### config.mk
export PLATFORM = sky130hd
export DESIGN_NAME = powerup_ctrl_flat
export DESIGN_NICKNAME = d
export VERILOG_FILES = /design/src/rtl/powerup_ctrl_pkg.sv /design/src/rtl/powerup_ctrl_if.sv /design/src/rtl/powerup_ctrl_frame_tick_gen.sv /design/src/rtl/powerup_ctrl.sv /design/src/flat_wrapper.sv
export SDC_FILE = /design/constraint.sdc
export NUM_CORES = 1
export LEC_CHECK = 0
export CAP_MARGIN = 0
export CORE_MARGIN = 10
export CORE_UTILIZATION = 44
export CTS_BUF_LIST = sky130_fd_sc_hd__clkbuf_8
export CTS_CLUSTER_SIZE = 25
export DETAILED_ROUTE_END_ITERATION = 8
export PLACE_DENSITY = 0.8
export SYNTH_ARGS = -nofsm -noshare
export SYNTH_HDL_FRONTEND = slang
export SYNTH_SLANG_ARGS = --single-unit
### constraint.sdc
create_clock -name clk -period 3.36 [get_ports clk]
set_input_delay 0.672 -clock clk [delete_from_list [all_inputs] [get_ports clk]]
set_output_delay 0.672 -clock clk [all_outputs]
set_load 0.02 [all_outputs]
### src/rtl/powerup_ctrl_pkg.sv
// Shared types and constants for the power-pack controller and its frame timing helpers.
package powerup_ctrl_pkg;

    localparam int FRAME_CNT_W = 10;

    localparam logic PLAYER_LEFT  = 1'b0;
    localparam logic PLAYER_RIGHT = 1'b1;

    typedef enum logic [1:0] {
        IDLE   = 2'd0,
        ARMED  = 2'd1,
        EFFECT = 2'd2
    } pu_state_e;

    // Strict interval overlap: touching edges do not count.
    function automatic logic spans_overlap(input logic [11:0] a_lo, input logic [11:0] a_hi,
                                           input logic [11:0] b_lo, input logic [11:0] b_hi);
        return (a_lo < b_hi) && (a_hi > b_lo);
    endfunction

endpackage

### src/rtl/powerup_ctrl_if.sv
// Video position, ball/pack geometry and power-up outputs shared between the pack logic and its users.
interface powerup_ctrl_if;
    import powerup_ctrl_pkg::*;

    logic [10:0]            hcount;
    logic [FRAME_CNT_W-1:0] vcount;
    logic [10:0]            ball_x;
    logic [9:0]             ball_y;
    logic                   last_hitter;
    logic [10:0]            rx;
    logic [9:0]             ry;
    logic                   spawn;
    logic                   eaten;
    logic                   effect_active;
    logic                   effect_owner;
    logic [FRAME_CNT_W-1:0] frames_left;

    modport master (
        output hcount, vcount, ball_x, ball_y, last_hitter, rx, ry,
        input  spawn, eaten, effect_active, effect_owner, frames_left
    );

    modport slave (
        input  hcount, vcount, ball_x, ball_y, last_hitter, rx, ry,
        output spawn, eaten, effect_active, effect_owner, frames_left
    );

endinterface

### src/rtl/powerup_ctrl_frame_tick_gen.sv
// One-cycle frame tick derived from the video origin; shared by pack, score and ball-speed logic.
module frame_tick_gen
    import powerup_ctrl_pkg::*;
(
    input  logic                   clk,
    input  logic                   reset,
    input  logic [10:0]            hcount,
    input  logic [FRAME_CNT_W-1:0] vcount,
    output logic                   tick
);

    logic origin_d;
    logic origin_q;
    logic origin_prev_q;
    logic tick_q;

    assign origin_d = (hcount == '0) && (vcount == '0);

    // Rising-edge detect keeps a single tick even if the origin is held for several clocks.
    always_ff @(posedge clk) begin
        if (reset) begin
            origin_q      <= 1'b0;
            origin_prev_q <= 1'b0;
            tick_q        <= 1'b0;
        end else begin
            origin_q      <= origin_d;
            origin_prev_q <= origin_q;
            tick_q        <= origin_q && !origin_prev_q;
        end
    end

    assign tick = tick_q && !reset;

endmodule

### src/rtl/powerup_ctrl.sv
// Power-pack spawn timer, per-frame ball/pack collision check and timed power-up effect.
//   state  | meaning
//   IDLE   | counting frames down to the next pack spawn
//   ARMED  | pack on screen, checking ball overlap once per frame
//   EFFECT | pack eaten, power-up running for the credited player
module powerup_ctrl
    import powerup_ctrl_pkg::*;
#(
    parameter logic [FRAME_CNT_W-1:0] SPAWN_FRAMES  = 10'd300,
    parameter logic [FRAME_CNT_W-1:0] EFFECT_FRAMES = 10'd600,
    parameter int                     PACK_W        = 20,
    parameter int                     PACK_H        = 20,
    parameter int                     BALL_SIZE     = 16
) (
    input  logic          clk,
    input  logic          reset,
    powerup_ctrl_if.slave bus
);

    logic tick;

    frame_tick_gen u_tick (
        .clk    (clk),
        .reset  (reset),
        .hcount (bus.hcount),
        .vcount (bus.vcount),
        .tick   (tick)
    );

    logic [11:0] ball_l, ball_r, ball_t, ball_b;
    logic [11:0] pack_l, pack_r, pack_t, pack_b;
    logic        pack_parked;
    logic        hit;

    // 12-bit edges so right/bottom sums never wrap.
    assign ball_l = {1'b0, bus.ball_x};
    assign ball_r = ball_l + 12'(BALL_SIZE);
    assign ball_t = {2'b00, bus.ball_y};
    assign ball_b = ball_t + 12'(BALL_SIZE);
    assign pack_l = {1'b0, bus.rx};
    assign pack_r = pack_l + 12'(PACK_W);
    assign pack_t = {2'b00, bus.ry};
    assign pack_b = pack_t + 12'(PACK_H);

    assign pack_parked = (bus.rx == '0) && (bus.ry == '0);
    assign hit = !pack_parked
               && spans_overlap(ball_l, ball_r, pack_l, pack_r)
               && spans_overlap(ball_t, ball_b, pack_t, pack_b);

    pu_state_e              state_q;
    logic [FRAME_CNT_W-1:0] frames_left_q;
    logic                   spawn_q;
    logic                   eaten_q;
    logic                   effect_active_q;
    logic                   effect_owner_q;

    always_ff @(posedge clk) begin
        if (reset) begin
            state_q         <= IDLE;
            frames_left_q   <= SPAWN_FRAMES;
            spawn_q         <= 1'b0;
            eaten_q         <= 1'b0;
            effect_active_q <= 1'b0;
            effect_owner_q  <= PLAYER_LEFT;
        end else begin
            spawn_q <= 1'b0;
            eaten_q <= 1'b0;
            if (tick) begin
                unique case (state_q)
                    IDLE: begin
                        if (frames_left_q == FRAME_CNT_W'(1)) begin
                            state_q       <= ARMED;
                            frames_left_q <= '0;
                            spawn_q       <= 1'b1;
                        end else begin
                            frames_left_q <= frames_left_q - 1'b1;
                        end
                    end
                    ARMED: begin
                        if (hit) begin
                            state_q         <= EFFECT;
                            frames_left_q   <= EFFECT_FRAMES;
                            eaten_q         <= 1'b1;
                            effect_active_q <= 1'b1;
                            effect_owner_q  <= bus.last_hitter;
                        end
                    end
                    EFFECT: begin
                        if (frames_left_q == FRAME_CNT_W'(1)) begin
                            state_q         <= IDLE;
                            frames_left_q   <= SPAWN_FRAMES;
                            effect_active_q <= 1'b0;
                        end else begin
                            frames_left_q <= frames_left_q - 1'b1;
                        end
                    end
                    default: begin
                        state_q       <= IDLE;
                        frames_left_q <= SPAWN_FRAMES;
                    end
                endcase
            end
        end
    end

    assign bus.spawn         = spawn_q;
    assign bus.eaten         = eaten_q;
    assign bus.effect_active = effect_active_q;
    assign bus.effect_owner  = effect_owner_q;
    assign bus.frames_left   = frames_left_q;

endmodule

### src/flat_wrapper.sv
// flat-port wrapper written by rule: the top's interface ports become plain ports
module powerup_ctrl_flat import powerup_ctrl_pkg::*;
#(
    parameter logic [FRAME_CNT_W-1:0] SPAWN_FRAMES  = 10'd300,
    parameter logic [FRAME_CNT_W-1:0] EFFECT_FRAMES = 10'd600,
    parameter int                     PACK_W        = 20,
    parameter int                     PACK_H        = 20,
    parameter int                     BALL_SIZE     = 16
)
  (clk, reset, bus_hcount, bus_vcount, bus_ball_x, bus_ball_y, bus_last_hitter, bus_rx, bus_ry, bus_spawn, bus_eaten, bus_effect_active, bus_effect_owner, bus_frames_left);
  powerup_ctrl_if bus_i ();
  input  logic clk;
  input  logic reset;
  input wire logic [$bits(bus_i.hcount)-1:0] bus_hcount;
  input wire logic [$bits(bus_i.vcount)-1:0] bus_vcount;
  input wire logic [$bits(bus_i.ball_x)-1:0] bus_ball_x;
  input wire logic [$bits(bus_i.ball_y)-1:0] bus_ball_y;
  input wire logic [$bits(bus_i.last_hitter)-1:0] bus_last_hitter;
  input wire logic [$bits(bus_i.rx)-1:0] bus_rx;
  input wire logic [$bits(bus_i.ry)-1:0] bus_ry;
  output wire logic [$bits(bus_i.spawn)-1:0] bus_spawn;
  output wire logic [$bits(bus_i.eaten)-1:0] bus_eaten;
  output wire logic [$bits(bus_i.effect_active)-1:0] bus_effect_active;
  output wire logic [$bits(bus_i.effect_owner)-1:0] bus_effect_owner;
  output wire logic [$bits(bus_i.frames_left)-1:0] bus_frames_left;
  assign bus_i.hcount = bus_hcount;
  assign bus_i.vcount = bus_vcount;
  assign bus_i.ball_x = bus_ball_x;
  assign bus_i.ball_y = bus_ball_y;
  assign bus_i.last_hitter = bus_last_hitter;
  assign bus_i.rx = bus_rx;
  assign bus_i.ry = bus_ry;
  assign bus_spawn = bus_i.spawn;
  assign bus_eaten = bus_i.eaten;
  assign bus_effect_active = bus_i.effect_active;
  assign bus_effect_owner = bus_i.effect_owner;
  assign bus_frames_left = bus_i.frames_left;
  powerup_ctrl #(.SPAWN_FRAMES(SPAWN_FRAMES), .EFFECT_FRAMES(EFFECT_FRAMES), .PACK_W(PACK_W), .PACK_H(PACK_H), .BALL_SIZE(BALL_SIZE)) u_core (.clk(clk), .reset(reset), .bus(bus_i));
endmodule
==> impl_metrics.sql <==
INSERT INTO impl_metrics (metric_group, metric, value, unit) VALUES
('placement', 'placement.io_buffers', '79', ''),
('power', 'vdd.ir_drop.worst', '108.0', 'uV'),
('setup_path', 'critPathMaxFanout', '4', ''),
('clock_tree', 'clk_path_buf_depth', '2', ''),
('setup_path', 'critical_path.endpoint_type', 'register', ''),
('placement', 'dp.final_hpwl', '6.812', 'mm'),
('sta', 'final.period_utilization', '97.72', '%'),
('die', 'floorplan.core_area', '5507', 'um2'),
('clock_tree', 'cts_tree', 'done', ''),
('layout', 'syn_to_final_growth', '61.33', '%'),
('power', 'pwr_density_cell', '194.2', 'nW/um2'),
('clock_tree', 'hold_buffers', '0', ''),
('synth', 'synth_edf_count', '0', ''),
('layout', 'fin_nets', '571', ''),
('clock_tree', 'clk_root_buffer_cell', 'clkbuf_8', ''),
('setup_path', 'cp-start-kind', 'input pin', ''),
('setup_path', 'timing.critical_path.slowest_stage_cell', 'clkdlybuf4s50_1', ''),
('clock_tree', 'clk_latency', '0.26', 'ns'),
('route', 'first_iter_violations', '167', ''),
('sta', 'timing.fmax', '0.3046', 'GHz'),
('grt', 'grt_pass1_vias', '2917', ''),
('sta', 'setup_tns', '0', 'ns'),
('synth', 'syn_area', '2495', 'um2'),
('synth', 'yosysWarnings', '0', ''),
('route', 'routed_wl', '8.251', 'mm'),
('clock_tree', 'cts_max_level', '1', ''),
('die', 'design.portCount', '80', ''),
('grt', 'first_pass_grt_wire_length', '13.01', 'mm'),
('route', 'drt_pass1_iterations', '6', ''),
('outcome', 'outcome', 'finished with violations', ''),
('placement', 'detailed_place.area', '3786', 'um2'),
('sta', 'layout_min_cycle_time', '3.284', 'ns'),
('setup_path', 'critical_path_data_required_time', '3.57', 'ns'),
('route', 'drt.antenna.violating_nets', '0', ''),
('grt', 'grt.total_usage', '17.13', '%'),
('sta', 'hold_viol_final', '0', ''),
('route', 'drt-vias-per-instance', '5.494', ''),
('clock_tree', 'clkTransAtPathRegs', '0.07', 'ns'),
('setup_path', 'timing.critical_path.cells', 'clkdlybuf4s50_1 -> ha_2 -> nand3_2 -> nor2_2 -> xor2_1 -> ha_1 -> nand3_2 -> a211o_1 -> o211ai_1 -> buf_4 -> nand4_4 -> buf_6 -> buf_4 -> o21ai_0 -> o211a_1', ''),
('synth', 'syn_avg_cell_area', '7.895', 'um2'),
('setup_path', 'critPathArrivalTime', '3.49', 'ns'),
('worst_hold_path', 'holdCritPathClass', 'reg2reg', ''),
('synth', 'yosysTopAreaCell', 'ha_1', ''),
('placement', 'place_congestion', '0.9187', ''),
('synth', 'seq_total_area_yosys', '15.25', '%'),
('route', 'route.vias.total', '2912', ''),
('synth', 'leading_cell_type_by_number_of_instances_after_synthesis', 'ha_1', ''),
('setup_path', 'critical_path.max_stage_delay', '0.50', 'ns'),
('synth', 'yosys.area.top_type_share', '23.07', '%'),
('synth', 'synthDistinctLibCells', '57', ''),
('grt', 'antenna_found_initial', '0', ''),
('synth', 'postSynthRegisterBits', '19', ''),
('setup_path', 'worst-path-buf-inv', '4', ''),
('die', 'die-width', '95.30', 'um'),
('synth', 'dominantRegCellSynth', 'dfxtp_1', ''),
('grt', 'grt_remaining_overflow', '0', ''),
('route', 'wire_per_inst', '15.57', 'um'),
('sta', 'worstMarginPinSlew', '0.6831', 'ns'),
('sta', 'finalSetupViolCount', '0', ''),
('layout', 'final_layout_size_suffix_gt1_share', '23.14', '%'),
('outcome', 'violations', 'DRC', ''),
('sta', 'clock_skew', '0.004756', 'ns'),
('synth', 'synth.top_cells.by_count', 'ha_1 (46), inv_1 (30), nor2_1 (22), dfxtp_1 (19), a21oi_1 (18)', ''),
('synth', 'ys_async_sr_fraction', '0', '%'),
('setup_path', 'critical-path-top-delay-family', 'buffers and inverters', ''),
('setup_path', 'worst_path_class_setup', 'in2reg', ''),
('synth', 'synthesis.nets', '428', ''),
('grt', 'maximum_number_of_pins_on_one_net_before_global_route_repair', '18', ''),
('job', 'max_cap_viol_count', '0', ''),
('sta', 'report.final.slew_viol_count', '0', ''),
('layout', 'largest_reg_flops', '10', ''),
('die', 'std_cell_rows', '27', ''),
('synth', 'ys_top_cells_by_area', 'ha_1 (23%), dfxtp_1 (15%), xnor2_1 (6.0%), inv_1 (4.5%), a21oi_1 (3.6%)', ''),
('synth', 'syn-instance-count', '316', ''),
('route', 'detail_route.drc_violations', '1', ''),
('clock_tree', 'cts_num_sinks', '19', ''),
('layout', 'stdcell_area', '4025', 'um2'),
('die', 'die_y', '95.30', 'um'),
('die', 'start_util', '45.31', '%'),
('layout', 'n_antenna_cell', '0', ''),
('clock_tree', 'cts-buffers-inserted', '3', ''),
('die', 'die-area', '9082', 'um2'),
('power', 'power.static_leakage', '1.768', 'nW'),
('sta', 'max-slew-margin-rel', '54.29', '%');
## kinds of logic (layout without fill, tap and decap cells)
family	Yosys count	count (layout)	share of synthesized area, %
simple gates	121	121	27.98
flops	19	19	15.25
fa+ha+maj	46	46	23.07
buf+inv	36	178	5.516
xor+xnor	23	23	8.074
compound gates	68	68	18.81
mux	3	3	1.304
## layer usage
metal  wire length (um)  share of wire, %  vias up  GRT usage, %
met2               4204                51       94         31.08
met4                135               1.6        0         3.990
met1               3465                42     1350         20.82
met5                  0                 0        -             0
met3                445               5.4       13         2.121
li1                   -                 -     1455             -
## metrics by stage
stage	hold WS, ns	cells	power [mW]	util [%]	setup WS (ns)
floorplan	0.3674	316	0.3920	-	0.1812
global placement	0.3724	519	0.5813	68.76	-0.4651
detailed placement	0.3775	519	0.5942	68.76	-0.5438
CTS	0.3881	526	0.7604	70.73	0.001025
global route	0.3950	530	0.8366	73.10	-0.07464
finish	0.3856	530	0.7817	73.10	0.07647
## layout make-up
| type | count | area (um2) |
|---|---|---|
| multi-input combinational | 261 | 2110 |
| fill | 421 | 1481 |
| clock buffer | 3 | 41.29 |
| clock inverter | 1 | 5.005 |
| timing repair buffer | 144 | 1286 |
| inverter | 30 | 112.6 |
| tap | 72 | 90.09 |
| sequential | 19 | 380.4 |
## cell usage in the layout (no fill, tap or decap), types with 2 or more instances in the layout
| master | n |
|---|---|
| a211oi_1 | 4 |
| a21o_1 | 4 |
| a21oi_1 | 18 |
| a21oi_4 | 2 |
| a31o_2 | 2 |
| a31oi_1 | 2 |
| and2_4 | 2 |
| and3_1 | 3 |
| and3_4 | 2 |
| buf_4 | 64 |
| buf_6 | 3 |
| clkbuf_8 | 3 |
| clkdlybuf4s50_1 | 68 |
| dfxtp_1 | 19 |
| dlygate4sd2_1 | 5 |
| dlymetal6s2s_1 | 3 |
| ha_1 | 44 |
| inv_1 | 30 |
| nand2_1 | 12 |
| nand2b_1 | 4 |
| nand3_1 | 10 |
| nand3_2 | 2 |
| nand4_1 | 10 |
| nor2_1 | 20 |
| nor2b_1 | 9 |
| nor3_1 | 14 |
| nor3_2 | 2 |
| nor4_1 | 9 |
| nor4b_1 | 2 |
| o211ai_1 | 5 |
| o21a_1 | 2 |
| o21ai_0 | 11 |
| o21ai_1 | 2 |
| or4_1 | 3 |
| or4_4 | 3 |
| xnor2_1 | 15 |
| xnor2_2 | 2 |
| xor2_1 | 6 |
## worst paths after layout
| kind | startpoint | end | slack [ns] | cells past startpoint |
|---|---|---|---|---|
| setup / recovery | bus_ball_x[4] | u_core.bus.frames_left[5] | 0.08 | 15 |
| setup reg to reg | u_core.bus.frames_left[2] | u_core.bus.frames_left[5] | 1.21 | 6 |
| hold / removal | u_core.u_tick.origin_prev_q | u_core.u_tick.tick_q | 0.39 | 1 |
| hold reg to reg | u_core.u_tick.origin_prev_q | u_core.u_tick.tick_q | 0.39 | 1 |
## report_power, final
group	leakage [nW]	switching, mW	internal, mW
sequential	0.153	0.00246	0.227
clock	0.0255	0.0778	0.0825
combinational	1.59	0.171	0.221
## repair_timing
| action | 4_1_cts | 5_1_grt |
|---|---|---|
| setup endpoints to repair | 13 | 11 |
| setup buffers | 3 | 4 |
| pin swaps | 9 | 33 |
| resized for setup | 21 | 32 |
(Power assumes the default switching activity.)
